`src/rtl/char_move_ctrl_if.sv`:
```
// Signal bundle between the player movement controller and its environment:
// the command source on one side and the collision detector on the other.
interface char_move_ctrl_if;
    logic [2:0] move_cmd;
    logic       c_map_collision;
    logic       c_e1_collision;
    logic [8:0] char_x;
    logic [7:0] char_y;
    logic [2:0] direction_char;
    logic [2:0] facing_char;
    logic       collision_enable;
    logic       char_blocked;
    logic       char_hit;
    logic       busy;

    modport master (
        input  move_cmd, c_map_collision, c_e1_collision,
        output char_x, char_y, direction_char, facing_char,
               collision_enable, char_blocked, char_hit, busy
    );

    modport slave (
        output move_cmd, c_map_collision, c_e1_collision,
        input  char_x, char_y, direction_char, facing_char,
               collision_enable, char_blocked, char_hit, busy
    );
endinterface

```
`src/rtl/char_move_ctrl.sv`:
```
// Player movement controller: paces steps, asks the collision detector about the
// candidate move, then commits or rejects a 1-px move and flags enemy contact.
module char_move_ctrl #(
    parameter int START_X      = 152,
    parameter int START_Y      = 112,
    parameter int X_MAX        = 303,
    parameter int Y_MAX        = 223,
    parameter int STEP_DIV     = 833333,
    parameter int LOOKUP_WAIT  = 2,
    parameter int HIT_COOLDOWN = 30
) (
    input  logic             clock,
    input  logic             reset,
    char_move_ctrl_if.master bus
);
    localparam logic [2:0] CMD_NONE   = 3'd0;
    localparam logic [2:0] CMD_ATTACK = 3'd1;
    localparam logic [2:0] CMD_UP     = 3'd2;
    localparam logic [2:0] CMD_DOWN   = 3'd3;
    localparam logic [2:0] CMD_LEFT   = 3'd4;
    localparam logic [2:0] CMD_RIGHT  = 3'd5;

    localparam int CNT_W  = (STEP_DIV > 2) ? $clog2(STEP_DIV) : 1;
    localparam int WAIT_W = (LOOKUP_WAIT > 2) ? $clog2(LOOKUP_WAIT) : 1;
    localparam int CD_W   = (HIT_COOLDOWN > 1) ? $clog2(HIT_COOLDOWN + 1) : 1;

    typedef enum logic [1:0] {S_IDLE, S_REQ, S_WAIT, S_EVAL} state_e;

    state_e              state_q, state_d;
    logic [CNT_W-1:0]    cnt_q, cnt_d;
    logic                pend_q, pend_d;
    logic [CD_W-1:0]     cd_q, cd_d;
    logic                hit_ok_q, hit_ok_d;
    logic [WAIT_W-1:0]   wait_q, wait_d;
    logic [8:0]          x_q, x_d;
    logic [7:0]          y_q, y_d;
    logic [2:0]          dir_q, dir_d;
    logic [2:0]          face_q, face_d;
    logic                blocked_q, blocked_d;
    logic                hit_q, hit_d;

    logic tick;
    logic consume;
    logic is_move;
    logic at_edge;
    logic start_move;

    assign tick       = (cnt_q == CNT_W'(STEP_DIV - 1));
    assign consume    = (state_q == S_IDLE) && pend_q;
    assign is_move    = (bus.move_cmd >= CMD_UP) && (bus.move_cmd <= CMD_RIGHT);
    assign start_move = consume && is_move && !at_edge;

    always_comb begin
        at_edge = 1'b0;
        case (bus.move_cmd)
            CMD_UP:    at_edge = (y_q == 8'd0);
            CMD_DOWN:  at_edge = (y_q == 8'(Y_MAX));
            CMD_LEFT:  at_edge = (x_q == 9'd0);
            CMD_RIGHT: at_edge = (x_q == 9'(X_MAX));
            default:   at_edge = 1'b0;
        endcase
    end

    always_ff @(posedge clock) begin
        if (!reset) begin
            state_q <= S_IDLE;
        end else begin
            state_q <= state_d;
        end
    end

    always_comb begin
        state_d = state_q;
        case (state_q)
            S_IDLE: if (start_move) state_d = S_REQ;
            S_REQ:  state_d = (LOOKUP_WAIT == 0) ? S_EVAL : S_WAIT;
            S_WAIT: if (wait_q == WAIT_W'(LOOKUP_WAIT - 1)) state_d = S_EVAL;
            S_EVAL: state_d = S_IDLE;
            default: state_d = S_IDLE;
        endcase
    end

    always_comb begin
        bus.collision_enable = (state_q != S_IDLE);
        bus.busy             = (state_q != S_IDLE);
    end

    always_comb begin
        cnt_d     = tick ? '0 : cnt_q + 1'b1;
        pend_d    = pend_q;
        cd_d      = cd_q;
        hit_ok_d  = hit_ok_q;
        wait_d    = (state_q == S_WAIT) ? wait_q + 1'b1 : '0;
        x_d       = x_q;
        y_d       = y_q;
        dir_d     = dir_q;
        face_d    = face_q;
        blocked_d = 1'b0;
        hit_d     = 1'b0;

        if (consume) pend_d = 1'b0;
        if (tick) begin
            pend_d = 1'b1;
            // Hit permission is judged on the cooldown before this step's decrement,
            // so a hit suppresses exactly the HIT_COOLDOWN steps that follow it.
            hit_ok_d = (cd_q == '0);
            if (cd_q != '0) cd_d = cd_q - 1'b1;
        end

        if (consume) begin
            if (is_move) begin
                dir_d  = bus.move_cmd;
                face_d = bus.move_cmd;
                if (at_edge) blocked_d = 1'b1;
            end else begin
                dir_d = (bus.move_cmd == CMD_ATTACK) ? CMD_ATTACK : CMD_NONE;
            end
        end

        if (state_q == S_EVAL) begin
            if (bus.c_e1_collision && hit_ok_q) begin
                hit_d    = 1'b1;
                cd_d     = CD_W'(HIT_COOLDOWN);
                hit_ok_d = 1'b0;
            end
            if (bus.c_map_collision || bus.c_e1_collision) begin
                blocked_d = 1'b1;
            end else begin
                case (dir_q)
                    CMD_UP:    y_d = y_q - 8'd1;
                    CMD_DOWN:  y_d = y_q + 8'd1;
                    CMD_LEFT:  x_d = x_q - 9'd1;
                    CMD_RIGHT: x_d = x_q + 9'd1;
                    default:   ;
                endcase
            end
        end
    end

    always_ff @(posedge clock) begin
        if (!reset) begin
            cnt_q     <= '0;
            pend_q    <= 1'b0;
            cd_q      <= '0;
            hit_ok_q  <= 1'b1;
            wait_q    <= '0;
            x_q       <= 9'(START_X);
            y_q       <= 8'(START_Y);
            dir_q     <= CMD_NONE;
            face_q    <= CMD_DOWN;
            blocked_q <= 1'b0;
            hit_q     <= 1'b0;
        end else begin
            cnt_q     <= cnt_d;
            pend_q    <= pend_d;
            cd_q      <= cd_d;
            hit_ok_q  <= hit_ok_d;
            wait_q    <= wait_d;
            x_q       <= x_d;
            y_q       <= y_d;
            dir_q     <= dir_d;
            face_q    <= face_d;
            blocked_q <= blocked_d;
            hit_q     <= hit_d;
        end
    end

    assign bus.char_x         = x_q;
    assign bus.char_y         = y_q;
    assign bus.direction_char = dir_q;
    assign bus.facing_char    = face_q;
    assign bus.char_blocked   = blocked_q;
    assign bus.char_hit       = hit_q;
endmodule

```
`src/flat_wrapper.sv`:
```
// flat-port wrapper written by rule: the top's interface ports become plain ports
module char_move_ctrl_flat 
#(
    parameter int START_X      = 152,
    parameter int START_Y      = 112,
    parameter int X_MAX        = 303,
    parameter int Y_MAX        = 223,
    parameter int STEP_DIV     = 833333,
    parameter int LOOKUP_WAIT  = 2,
    parameter int HIT_COOLDOWN = 30
)
  (clock, reset, bus_move_cmd, bus_c_map_collision, bus_c_e1_collision, bus_char_x, bus_char_y, bus_direction_char, bus_facing_char, bus_collision_enable, bus_char_blocked, bus_char_hit, bus_busy);
  char_move_ctrl_if bus_i ();
  input  logic clock;
  input  logic reset;
  input wire logic [$bits(bus_i.move_cmd)-1:0] bus_move_cmd;
  input wire logic [$bits(bus_i.c_map_collision)-1:0] bus_c_map_collision;
  input wire logic [$bits(bus_i.c_e1_collision)-1:0] bus_c_e1_collision;
  output wire logic [$bits(bus_i.char_x)-1:0] bus_char_x;
  output wire logic [$bits(bus_i.char_y)-1:0] bus_char_y;
  output wire logic [$bits(bus_i.direction_char)-1:0] bus_direction_char;
  output wire logic [$bits(bus_i.facing_char)-1:0] bus_facing_char;
  output wire logic [$bits(bus_i.collision_enable)-1:0] bus_collision_enable;
  output wire logic [$bits(bus_i.char_blocked)-1:0] bus_char_blocked;
  output wire logic [$bits(bus_i.char_hit)-1:0] bus_char_hit;
  output wire logic [$bits(bus_i.busy)-1:0] bus_busy;
  assign bus_i.move_cmd = bus_move_cmd;
  assign bus_i.c_map_collision = bus_c_map_collision;
  assign bus_i.c_e1_collision = bus_c_e1_collision;
  assign bus_char_x = bus_i.char_x;
  assign bus_char_y = bus_i.char_y;
  assign bus_direction_char = bus_i.direction_char;
  assign bus_facing_char = bus_i.facing_char;
  assign bus_collision_enable = bus_i.collision_enable;
  assign bus_char_blocked = bus_i.char_blocked;
  assign bus_char_hit = bus_i.char_hit;
  assign bus_busy = bus_i.busy;
  char_move_ctrl #(.START_X(START_X), .START_Y(START_Y), .X_MAX(X_MAX), .Y_MAX(Y_MAX), .STEP_DIV(STEP_DIV), .LOOKUP_WAIT(LOOKUP_WAIT), .HIT_COOLDOWN(HIT_COOLDOWN)) u_core (.clock(clock), .reset(reset), .bus(bus_i));
endmodule
```
`config.mk`:
```
export PLATFORM = sky130hd
export DESIGN_NAME = char_move_ctrl_flat
export DESIGN_NICKNAME = d
export VERILOG_FILES = /design/src/rtl/char_move_ctrl_if.sv /design/src/rtl/char_move_ctrl.sv /design/src/flat_wrapper.sv
export SDC_FILE = /design/constraint.sdc
export NUM_CORES = 1
export LEC_CHECK = 0
export BUFFER_PORTS_ARGS = -buffer_cell sky130_fd_sc_hd__clkbuf_2
export CAP_MARGIN = 20
export CORE_ASPECT_RATIO = 2
export CORE_MARGIN = 2
export CORE_UTILIZATION = 45
export CTS_CLUSTER_SIZE = 30
export DETAILED_ROUTE_END_ITERATION = 12
export PLACE_DENSITY = 0.72
export RECOVER_POWER = 50
export SLEW_MARGIN = 20
export SYNTH_ARGS = -nofsm -noshare
export SYNTH_HDL_FRONTEND = slang
export SYNTH_SLANG_ARGS = --single-unit
```
`constraint.sdc`:
```
create_clock -name clock -period 4.8 [get_ports clock]
set_clock_uncertainty 0.15 [all_clocks]
set_input_delay 0.72 -clock clock [delete_from_list [all_inputs] [get_ports clock]]
set_output_delay 0.72 -clock clock [all_outputs]
set_load 0.03 [all_outputs]
```
==> flow_summary.ini <==
[clocking]
post_cts_resized = 0
cts_buffer_depth = 2
cts.sinks = 55
clkTransAtPathRegs_ps = 70
root_buffer = clkbuf_16
cts-htree-levels = 2
cts_hold_buf = 0
clk_latency_ps = 300
cts_buffers = 5
cts_tree = yes
post_cts_buffers = 0

[worst_setup_path]
cp_max_fo = 8
cp-end-kind = flip-flop
cp.required_ps = 4840
crit_chain = nor2b_1 -> nand2_1 -> ha_1 -> a21o_1 -> a211o_1 -> a2111oi_0 -> or4_1 -> nand3_1
critPathLaunchType = flip-flop
critPathArrivalTime_ps = 2690
crit_type = reg2reg
max_stage_delay_ps = 510
r2r_slack_ps = 2140
slowest_stage = a2111oi_0

[routing]
avgViaCountPerCell = 5.41
dr.pass1.iters = 4
drtAntennaViolNets = 0
drt-initial-drc-count = 203
drc = 0
wl_per_cell_um = 13.3
via_count = 2664
wl_um = 6560

[place]
port_buffers = 33
dp_cells = 484
dp.final_hpwl_um = 4780
gp_congestion = 0.913

[synth]
synthFlopType = dfxtp_1
synthesis.nets = 401
ys_seq_area_share_pct = 35.3
syn_avg_cell_area_um2 = 8.40
synth.top_cells.by_count = dfxtp_1, nor2_1, nand2_1
synth_most_common_cell = dfxtp_1
syn_inst = 372
synth_top_area_share_pct = 35.3
ys_seq_elements = 55
synth_edf_count = 0
ys_async_sr_fraction_pct = 0
synth_cell_types = 56
netlist_area_um2 = 3120
synth_top_cell_by_area = dfxtp_1
yosys-top-cells-area = dfxtp_1, ha_1, nor2_1, nand3_1, xnor2_1
yosysWarnings = 0

[finish]
fin_cells = 492
nFillCells = 698
drive_gt1_share_pct = 6.22
layout.nets = 430
diodes = 0
area_delta_synth_final_pct = 9.90

[floorplan]
core_um2 = 6830
initial_core_util_pct = 45.7
fp.dieH_um = 122
die_w_um = 62.9
rows = 43
pin_count = 34
die_area_um2 = 7660

[timing]
tns_ps = 0
slew_violations = 0
maxSlewHeadroom_pct = 34.8
tightest_slew_ps = 978
min_period_over_period_pct = 55.4
fmax_mhz = 376
rsz0062_at_grt = false
min_period_ps = 2660
finalHoldViolations = 0
finalSetupViolCount = 0

[global_route]
grt_first_pass_wirelength_um = 11200
grt_overflow = 0
grt_max_degree = 24
grt_pass1_vias = 2440
grt_util_all_layers_pct = 18.4
antenna_found_initial = 0

[power_and_ir_drop]
p_leak_nw = 1.27
max-vdd-ir-drop_mv = 0.157
power_density_nw_per_um2 = 271

[hold_path]
hp-class = reg2reg

[job]
cap_violations = 0

[outcome]
status = complete, no violations
-- final cells by class --
class                   instances  area [um^2]  share of cell area [%]
clock buffers                   6          129                    3.76
clock inverters                 2         12.5                   0.365
inverters                      20         75.1                    2.19
multi-input cells             286         1870                    54.5
flip-flops and latches         55         1100                    32.1
well taps                      90          113                    3.28
repair buffers                 33          133                    3.86
-- cell usage in the layout, fill, tap and decap left out, types with 5 or more instances in the layout --
cell type / n
clkbuf_2: 7
nor3_1: 9
xor2_1: 12
o211ai_1: 6
clkbuf_16: 5
a21oi_1: 22
mux2i_1: 6
inv_1: 20
ha_1: 20
nand3_1: 23
o21ai_0: 11
and3_1: 5
nor2_1: 45
nand2b_1: 9
clkbuf_1: 27
nand4_1: 10
xnor2_1: 13
nand2_1: 30
nor2b_1: 5
dfxtp_1: 55
o31ai_1: 6
-- through the flow --
stage	utilization [%]	total power [mW]	setup WS, ps	area (um^2)	hold slack [ps]
after floorplan	-	0.560	2180	3120	291
after global placement	48.9	0.580	2270	3340	306
after detailed placement	48.9	0.580	2180	3340	322
after CTS	51.0	0.940	2170	3480	338
after global routing	50.2	0.966	1930	3430	364
final	50.2	0.930	2140	3430	335
-- cell families after synthesis --
family,synth area share [%]
AND/OR/NAND/NOR,28.6
AO/OA/AOI/OAI,13.3
flip-flops,35.3
buffers and inverters,4.25
XOR/XNOR,7.01
adder cells (fa/ha/maj),9.29
multiplexers,2.28
-- worst max-delay path, delay by kind of cell, from the launching register on --
family / cells / cell delay, ps
compound gates: 3 / 1000
fa+ha+maj: 1 / 340
simple gates: 4 / 690
flops: 1 / 370
-- routing by layer --
layer	vias up	wire, um	track usage, %
met5	-	0	0
met4	0	141	7.92
met2	67	2990	29.6
met3	11	324	3.97
li1	1372	-	-
met1	1214	3100	23.5
-- power by group --
group          leakage [nW]  switching, mW  internal (mW)  total (mW)
combinational         0.757         0.0694         0.0295      0.0989
clock                0.0669          0.168          0.193       0.361
sequential            0.444        0.00595          0.464       0.470
total                  1.27          0.243          0.686       0.930
-- final timing paths --
kind                                      from                   end  cells after the start
setup / recovery  u_core.bus.direction_char[2]  u_core.bus.char_x[7]                      8
hold / removal                 u_core.cnt_q[0]       u_core.cnt_q[0]                      1
setup reg to reg  u_core.bus.direction_char[2]  u_core.bus.char_x[7]                      8
hold reg to reg                u_core.cnt_q[0]       u_core.cnt_q[0]                      1
-- registers in the layout, indices dropped and copies added, names as in the netlist --
name,cells
u_core.bus.char_blocked,1
u_core.wait_q,1
u_core.bus.facing_char,3
u_core.cnt_q,20
u_core.hit_ok_q,1
u_core.cd_q,5
u_core.pend_q,1
u_core.bus.char_hit,1
u_core.bus.char_x,9
u_core.state_q,2
u_core.bus.char_y,8
u_core.bus.direction_char,3
Power figures use the tool's default switching activity.
